File: src/rtl/egress_pkg.sv
// Shared types, defaults and sizing helper for the egress serializer.
// Pure package: no latency, no backpressure.
package egress_pkg;

  typedef enum logic [1:0] {IDLE, SHIFT, WAIT, GAP} egress_state_t;

  localparam int WORD_W_DEF     = 32;
  localparam int MSB_FIRST_DEF  = 0;
  localparam int GAP_CYCLES_DEF = 1;

  function automatic int cnt_w(input int n);
    return (n <= 1) ? 1 : $clog2(n);
  endfunction

endpackage

File: src/rtl/egress_shifter.sv
// Word holding register and bit index; bit_o is the bit to be shown after this edge.
// Latency: load/advance take effect on the next edge; backpressure: holds when neither is set.
module egress_shifter
  import egress_pkg::*;
#(
  parameter int WORD_W    = WORD_W_DEF,
  parameter int MSB_FIRST = MSB_FIRST_DEF
) (
  input  logic              clk,
  input  logic              reset,
  input  logic              load,
  input  logic              advance,
  input  logic [WORD_W-1:0] data_in,
  output logic              bit_o,
  output logic              at_last_bit,
  output logic              at_penult_bit
);

  localparam int CW = cnt_w(WORD_W);
  localparam logic [CW-1:0] LAST_IDX = CW'(WORD_W - 1);

  logic [WORD_W-1:0] shreg;
  logic [WORD_W-1:0] src;
  logic [CW-1:0]     bitcnt;
  logic [CW-1:0]     nxt_idx;
  logic [CW-1:0]     sel_idx;

  always_ff @(posedge clk or posedge reset) begin
    if (reset) begin
      shreg  <= '0;
      bitcnt <= '0;
    end else if (load) begin
      shreg  <= data_in;
      bitcnt <= '0;
    end else if (advance) begin
      bitcnt <= bitcnt + 1'b1;
    end
  end

  // Look ahead so the top can register the bit in the same edge that loads/advances.
  always_comb begin
    src     = load ? data_in : shreg;
    nxt_idx = load ? '0 : bitcnt + 1'b1;
    sel_idx = (MSB_FIRST != 0) ? LAST_IDX - nxt_idx : nxt_idx;
    bit_o   = src[sel_idx];
  end

  assign at_last_bit   = (bitcnt == LAST_IDX);
  assign at_penult_bit = (bitcnt == LAST_IDX - 1'b1);

endmodule

File: src/rtl/egress_serializer.sv
// Drains a FWFT FIFO and sends words serially with active-low frame/valid, underrun padding and inter-frame gap.
// Latency: pop in C gives bit 0 in C+1; backpressure: stall in C holds the bit and drops valid in C+1.
module egress_serializer
  import egress_pkg::*;
#(
  parameter int WORD_W     = WORD_W_DEF,
  parameter int MSB_FIRST  = MSB_FIRST_DEF,
  parameter int GAP_CYCLES = GAP_CYCLES_DEF
) (
  input  logic              clk,
  input  logic              reset,
  input  logic [WORD_W-1:0] datain,
  input  logic              lastin,
  input  logic              empty,
  input  logic              stall,
  output logic              pop,
  output logic              dataout,
  output logic              frameo_n,
  output logic              valido_n,
  output logic              busy,
  output logic              underrun
);

  localparam int GW = cnt_w(GAP_CYCLES);

  egress_state_t   state, state_nxt;
  logic            take;
  logic            load;
  logic            advance;
  logic            last_q;
  logic            bit_nxt;
  logic            at_last_bit;
  logic            at_penult_bit;
  logic [GW-1:0]   gap_cnt;

  egress_shifter #(
    .WORD_W    (WORD_W),
    .MSB_FIRST (MSB_FIRST)
  ) u_shifter (
    .clk           (clk),
    .reset         (reset),
    .load          (load),
    .advance       (advance),
    .data_in       (datain),
    .bit_o         (bit_nxt),
    .at_last_bit   (at_last_bit),
    .at_penult_bit (at_penult_bit)
  );

  always_comb begin
    state_nxt = state;
    take      = 1'b0;
    advance   = 1'b0;
    case (state)
      IDLE, WAIT: begin
        if (!empty && !stall) begin
          take      = 1'b1;
          state_nxt = SHIFT;
        end
      end
      SHIFT: begin
        if (!stall) begin
          if (!at_last_bit) begin
            advance = 1'b1;
          end else if (last_q) begin
            state_nxt = GAP;
          end else if (!empty) begin
            take = 1'b1;
          end else begin
            state_nxt = WAIT;
          end
        end
      end
      GAP: begin
        if (gap_cnt == '0) state_nxt = IDLE;
      end
      default: state_nxt = IDLE;
    endcase
  end

  assign pop  = take & ~reset;
  assign load = pop;
  assign busy = (state != IDLE);

  always_ff @(posedge clk or posedge reset) begin
    if (reset) begin
      state   <= IDLE;
      last_q  <= 1'b0;
      gap_cnt <= '0;
    end else begin
      state <= state_nxt;
      if (load) last_q <= lastin;
      if (state != GAP && state_nxt == GAP) begin
        gap_cnt <= GW'(GAP_CYCLES - 1);
      end else if (state == GAP) begin
        gap_cnt <= gap_cnt - 1'b1;
      end
    end
  end

  // frameo_n goes high together with the final bit of a frame-ending word.
  always_ff @(posedge clk or posedge reset) begin
    if (reset) begin
      dataout  <= 1'b0;
      frameo_n <= 1'b1;
      valido_n <= 1'b1;
      underrun <= 1'b0;
    end else begin
      underrun <= (state == SHIFT) && (state_nxt == WAIT);
      if (load || advance) begin
        dataout  <= bit_nxt;
        valido_n <= 1'b0;
        frameo_n <= advance && at_penult_bit && last_q;
      end else begin
        valido_n <= 1'b1;
        case (state_nxt)
          IDLE, GAP: begin
            frameo_n <= 1'b1;
            dataout  <= 1'b0;
          end
          WAIT:    frameo_n <= 1'b0;
          default: ;
        endcase
      end
    end
  end

endmodule

File: config.mk
export PLATFORM = sky130hd
export DESIGN_NAME = egress_serializer
export DESIGN_NICKNAME = d
export VERILOG_FILES = /design/src/rtl/egress_pkg.sv /design/src/rtl/egress_shifter.sv /design/src/rtl/egress_serializer.sv
export SDC_FILE = /design/constraint.sdc
export NUM_CORES = 1
export LEC_CHECK = 0
export CAP_MARGIN = 20
export CELL_PAD_IN_SITES_DETAIL_PLACEMENT = 1
export CELL_PAD_IN_SITES_GLOBAL_PLACEMENT = 1
export CORE_ASPECT_RATIO = 0.6
export CORE_MARGIN = 4
export CORE_UTILIZATION = 37
export DETAILED_ROUTE_END_ITERATION = 10
export PLACE_DENSITY = 0.74
export SYNTH_ARGS = -nofsm -noshare
export SYNTH_HDL_FRONTEND = slang
export SYNTH_SLANG_ARGS = --single-unit
File: constraint.sdc
create_clock -name clk -period 2.77 [get_ports clk]
set_clock_uncertainty 0.2 [all_clocks]
set_input_delay 0.554 -clock clk [delete_from_list [all_inputs] [get_ports clk]]
set_output_delay 0.554 -clock clk [all_outputs]
set_load 0.05 [all_outputs]
==> PnR_summary.wiki <==
{| class="wikitable"
! Metric !! Value
|-
| Outcome || finished with violations
|-
| Failing checks || setup timing
|-
| Setup repair after global routing missed its margin || true
|-
| Fraction of the mapped netlist area in compound gates || 7.602%
|-
| Combinational family with the most area after synthesis || multiplexers
|-
| IO Count || 43
|-
| Number of instances in the synthesized netlist || 183
|-
| Core utilization of the finished layout || 53.57%
|-
| Area occupied by registers || 0.001129 mm^2
|-
| Setup crit start || u_shifter.bitcnt[1]
|-
| First-iteration detailed-routing DRC count || 61
|-
| Die Footprint || approximately 0.0074 mm^2
|-
| Count of final hold-check violations || 0
|-
| Net count after synthesis || 225
|-
| Slew at the pin closest to its max-slew limit || around 0.57 ns
|-
| Xor and xnor fraction of the mapped netlist area || 1.956%
|-
| Synthesized-area fraction occupied by and/or/nand/nor cells || between 10% and 20%
|-
| Overall power of the completed layout || 3.061 mW
|-
| Proportion of layout cells with a drive suffix above 1 || 32.38%
|-
| Startpoint-to-endpoint class of the critical path || register to output port
|-
| Vias in the first global route || 1,675
|-
| Kind of start point of the critical path || register
|-
| Cell Pwr Density || roughly 1000 mW/mm^2
|-
| Number of buffers added on ports || 42
|-
| Wire length per cell || 16.33 um
|-
| H-Tree Depth || 2
|-
| Number of detailed-route iterations in the first pass || 3
|-
| Worst rel slew slack || 61.77%
|-
| Synth warn || 0
|-
| Layout-stage area growth over the synthesis result || 36.44%
|-
| Bufs on Longest Clock Path || 2
|-
| Footprint of the multi-input gates || ~0.0011 mm^2
|-
| Yosys reg bits || 45
|-
| Post-synth EDFFs || 0
|-
| ANT cells || 0
|-
| Initial antenna violation count || 0
|-
| Total standard cell area after synthesis || 0.002238 mm^2
|-
| Critical path endpoint || pop
|-
| Placed standard-cell area || 0.002889 mm^2
|-
| Number of buffers created by CTS || 5
|-
| FFs w/ async S/R, synth || 100.0%
|-
| Number of fill cells in the layout || 608
|-
| Number of clock sinks seen by CTS || 45
|-
| Cells taking the most area after synthesis || sky130_fd_sc_hd__dfrtp_1 48%, sky130_fd_sc_hd__mux2_2 17%, sky130_fd_sc_hd__mux4_2 5.0%, sky130_fd_sc_hd__nand2_1 3.0%, sky130_fd_sc_hd__ha_1 2.8%
|-
| R2R Setup Slk || 0.03 ns
|-
| First-pass GRT wire length || 8.714 mm
|-
| End of the worst register-to-register path || dataout
|-
| Vias per cell || around 5
|-
| Avg Synthesized Cell Area || between 10 and 15 um^2
|-
| Total routing usage reported by global routing || 15.74%
|-
| Setup crit end kind || output port
|-
| Main flop type after synthesis || sky130_fd_sc_hd__dfrtp_1
|-
| Leak pwr || 1.278 nW
|-
| Core area || about 0.0057 mm^2
|-
| Detailed Route WL || 5.290 mm
|-
| Maximum number of pins on one net before global-route repair || 28
|-
| Sum of overflow across all layers after global routing || 0
|-
| ANT nets after route || 0
|-
| Minimum clock period after layout || 2.904 ns
|-
| WP data required || 2.02 ns
|-
| F_max || 344.3 MHz
|-
| Final cell count without fillers || 324
|-
| Estimated wirelength of the detail-placed design || roughly 4 mm
|-
| Post-Synth Adder-Cell Area || 2.795%
|-
| Clock Latency Late Sink || 0.29 ns
|-
| Final instance area || 0.003054 mm^2
|-
| Fin worst setup slack || -0.1343 ns
|-
| Max IR drop VDD || 0.3339 mV
|-
| Post-synth top cells || 43 x sky130_fd_sc_hd__dfrtp_1, 33 x sky130_fd_sc_hd__mux2_2, 18 x sky130_fd_sc_hd__nand2_1, 9 x sky130_fd_sc_hd__o21ai_0, 7 x sky130_fd_sc_hd__inv_1
|-
| Number of cells after detailed placement || 311
|-
| Number of nets in the finished design || 285
|-
| Number of maximum-capacitance violations || 0
|-
| Data arrival time at the worst-slack endpoint || roughly 2.2 ns
|-
| Reg2Reg Depth || 12
|-
| Maximum net fanout on the critical path || 2
|-
| Cell accounting for the most synthesized area || sky130_fd_sc_hd__dfrtp_1
|-
| Hold/Removal Path Class || register to register
|-
| Top cell type's share of synthesized area || approximately 48%
|-
| Starting utilization of the core area || 39.26%
|-
| Count of distinct cell types in the synthesized netlist || 34
|-
| Total negative slack || -0.1343 ns
|-
| Register clock-pin slew on the reported worst setup and hold paths || 0.08 ns
|-
| Number of vias in the routed layout || 1,614
|-
| Routability cong. || 0.8002
|-
| Crit Reg-Reg Startpoint || u_shifter.bitcnt[1]
|-
| Clk Tree Root Cell || sky130_fd_sc_hd__clkbuf_8
|-
| Count of pins over their slew limit || 0
|-
| Worst-case hold slack || 0.3050 ns
|-
| Setup Slack @ Placement || -0.01960 ns
|-
| Post-synthesis sequential area ratio || 50.42%
|-
| Multiplexer fraction of the synthesized cell area || 22.97%
|-
| Placement row count || 21
|-
| Post-route DRC violation count || 0
|-
| Endpoints failing setup || 1
|-
| Most instantiated library cell after synthesis || sky130_fd_sc_hd__dfrtp_1
|-
| Crit share post-route || 104.8%
|-
| Die height || a little under 70 um
|-
| Horizontal extent of the die || 108.4 um
|-
| Clock tree from TritonCTS || yes
|}
==> layout by cell type, fill, tap and decap left out, types with 5 or more instances in the layout <==
| cell type | n |
|---|---|
| sky130_fd_sc_hd__dfrtp_1 | 43 |
| sky130_fd_sc_hd__inv_1 | 6 |
| sky130_fd_sc_hd__mux2_2 | 33 |
| sky130_fd_sc_hd__nand2_1 | 18 |
| sky130_fd_sc_hd__clkdlybuf4s50_1 | 41 |
| sky130_fd_sc_hd__a21oi_1 | 5 |
| sky130_fd_sc_hd__nor2_1 | 5 |
| sky130_fd_sc_hd__buf_4 | 17 |
| sky130_fd_sc_hd__mux4_2 | 5 |
| sky130_fd_sc_hd__clkbuf_8 | 6 |
| sky130_fd_sc_hd__nand3b_1 | 5 |
| sky130_fd_sc_hd__o21ai_0 | 9 |
==> registers in the layout, summed over array words and instances (netlist names) <==
signal	flops
u_shifter.bitcnt	5
u_shifter.shreg	32
frameo_n	1
underrun	1
state	2
dataout	1
gap_cnt	1
valido_n	1
last_q	1
==> final cells by class <==
type / instances / share of cell area (%)
multi-input cells: 120 / 35.44
well taps: 80 / 3.277
clock buffers: 8 / 2.950
flip-flops and latches: 45 / 36.95
inverters: 7 / 0.8603
repair buffers: 64 / 20.52
==> worst min path at each step <==
stage                                   start             endpoint  slack (ns)  cells past startpoint
after floorplan           u_shifter.shreg[16]  u_shifter.shreg[16]        0.27                      1
after global placement     u_shifter.shreg[4]   u_shifter.shreg[4]        0.29                      1
after detailed placement  u_shifter.shreg[20]  u_shifter.shreg[20]        0.29                      1
after CTS                 u_shifter.shreg[20]  u_shifter.shreg[20]        0.31                      1
after global routing      u_shifter.shreg[14]  u_shifter.shreg[14]        0.33                      1
final                      u_shifter.shreg[4]   u_shifter.shreg[4]        0.30                      1
==> timing repair <==
item,4_1_cts,5_1_grt
setup buffers,5,2
endpoints found under the setup margin,2,9
cloned,0,0
resized for setup,6,4
hold buffers,0,0
pin swaps,2,1
==> power by group <==
group	switching, mW	internal (mW)	total, mW
clock network	0.213	0.204	0.417
registers	0.189	0.974	1.16
logic	0.701	0.780	1.48
==> routing by layer <==
metal	GRT usage, %	vias up	part of all wire, %
li1	-	776	-
met1	23.50	803	53
met2	22.77	30	42
met3	3.582	5	4.0
met4	4.409	0	0.79
met5	0	-	0
==> cell families after synthesis <==
family                   after synthesis
AND/OR/NAND/NOR                       45
flip-flops                            45
multiplexers                          41
AO/OA/AOI/OAI                         24
buffers and inverters                 18
XOR/XNOR                               5
adder cells (fa/ha/maj)                5
==> critical path, cell delays in order (launching register included) <==
cell                        delay, ns
sky130_fd_sc_hd__dfrtp_1         0.39
sky130_fd_sc_hd__ha_4            0.15
sky130_fd_sc_hd__and3_4          0.18
sky130_fd_sc_hd__ha_4            0.13
sky130_fd_sc_hd__or3b_4          0.38
sky130_fd_sc_hd__a2111oi_4       0.34
sky130_fd_sc_hd__buf_6           0.16
sky130_fd_sc_hd__buf_12          0.13
Power figures use the tool's default switching activity.
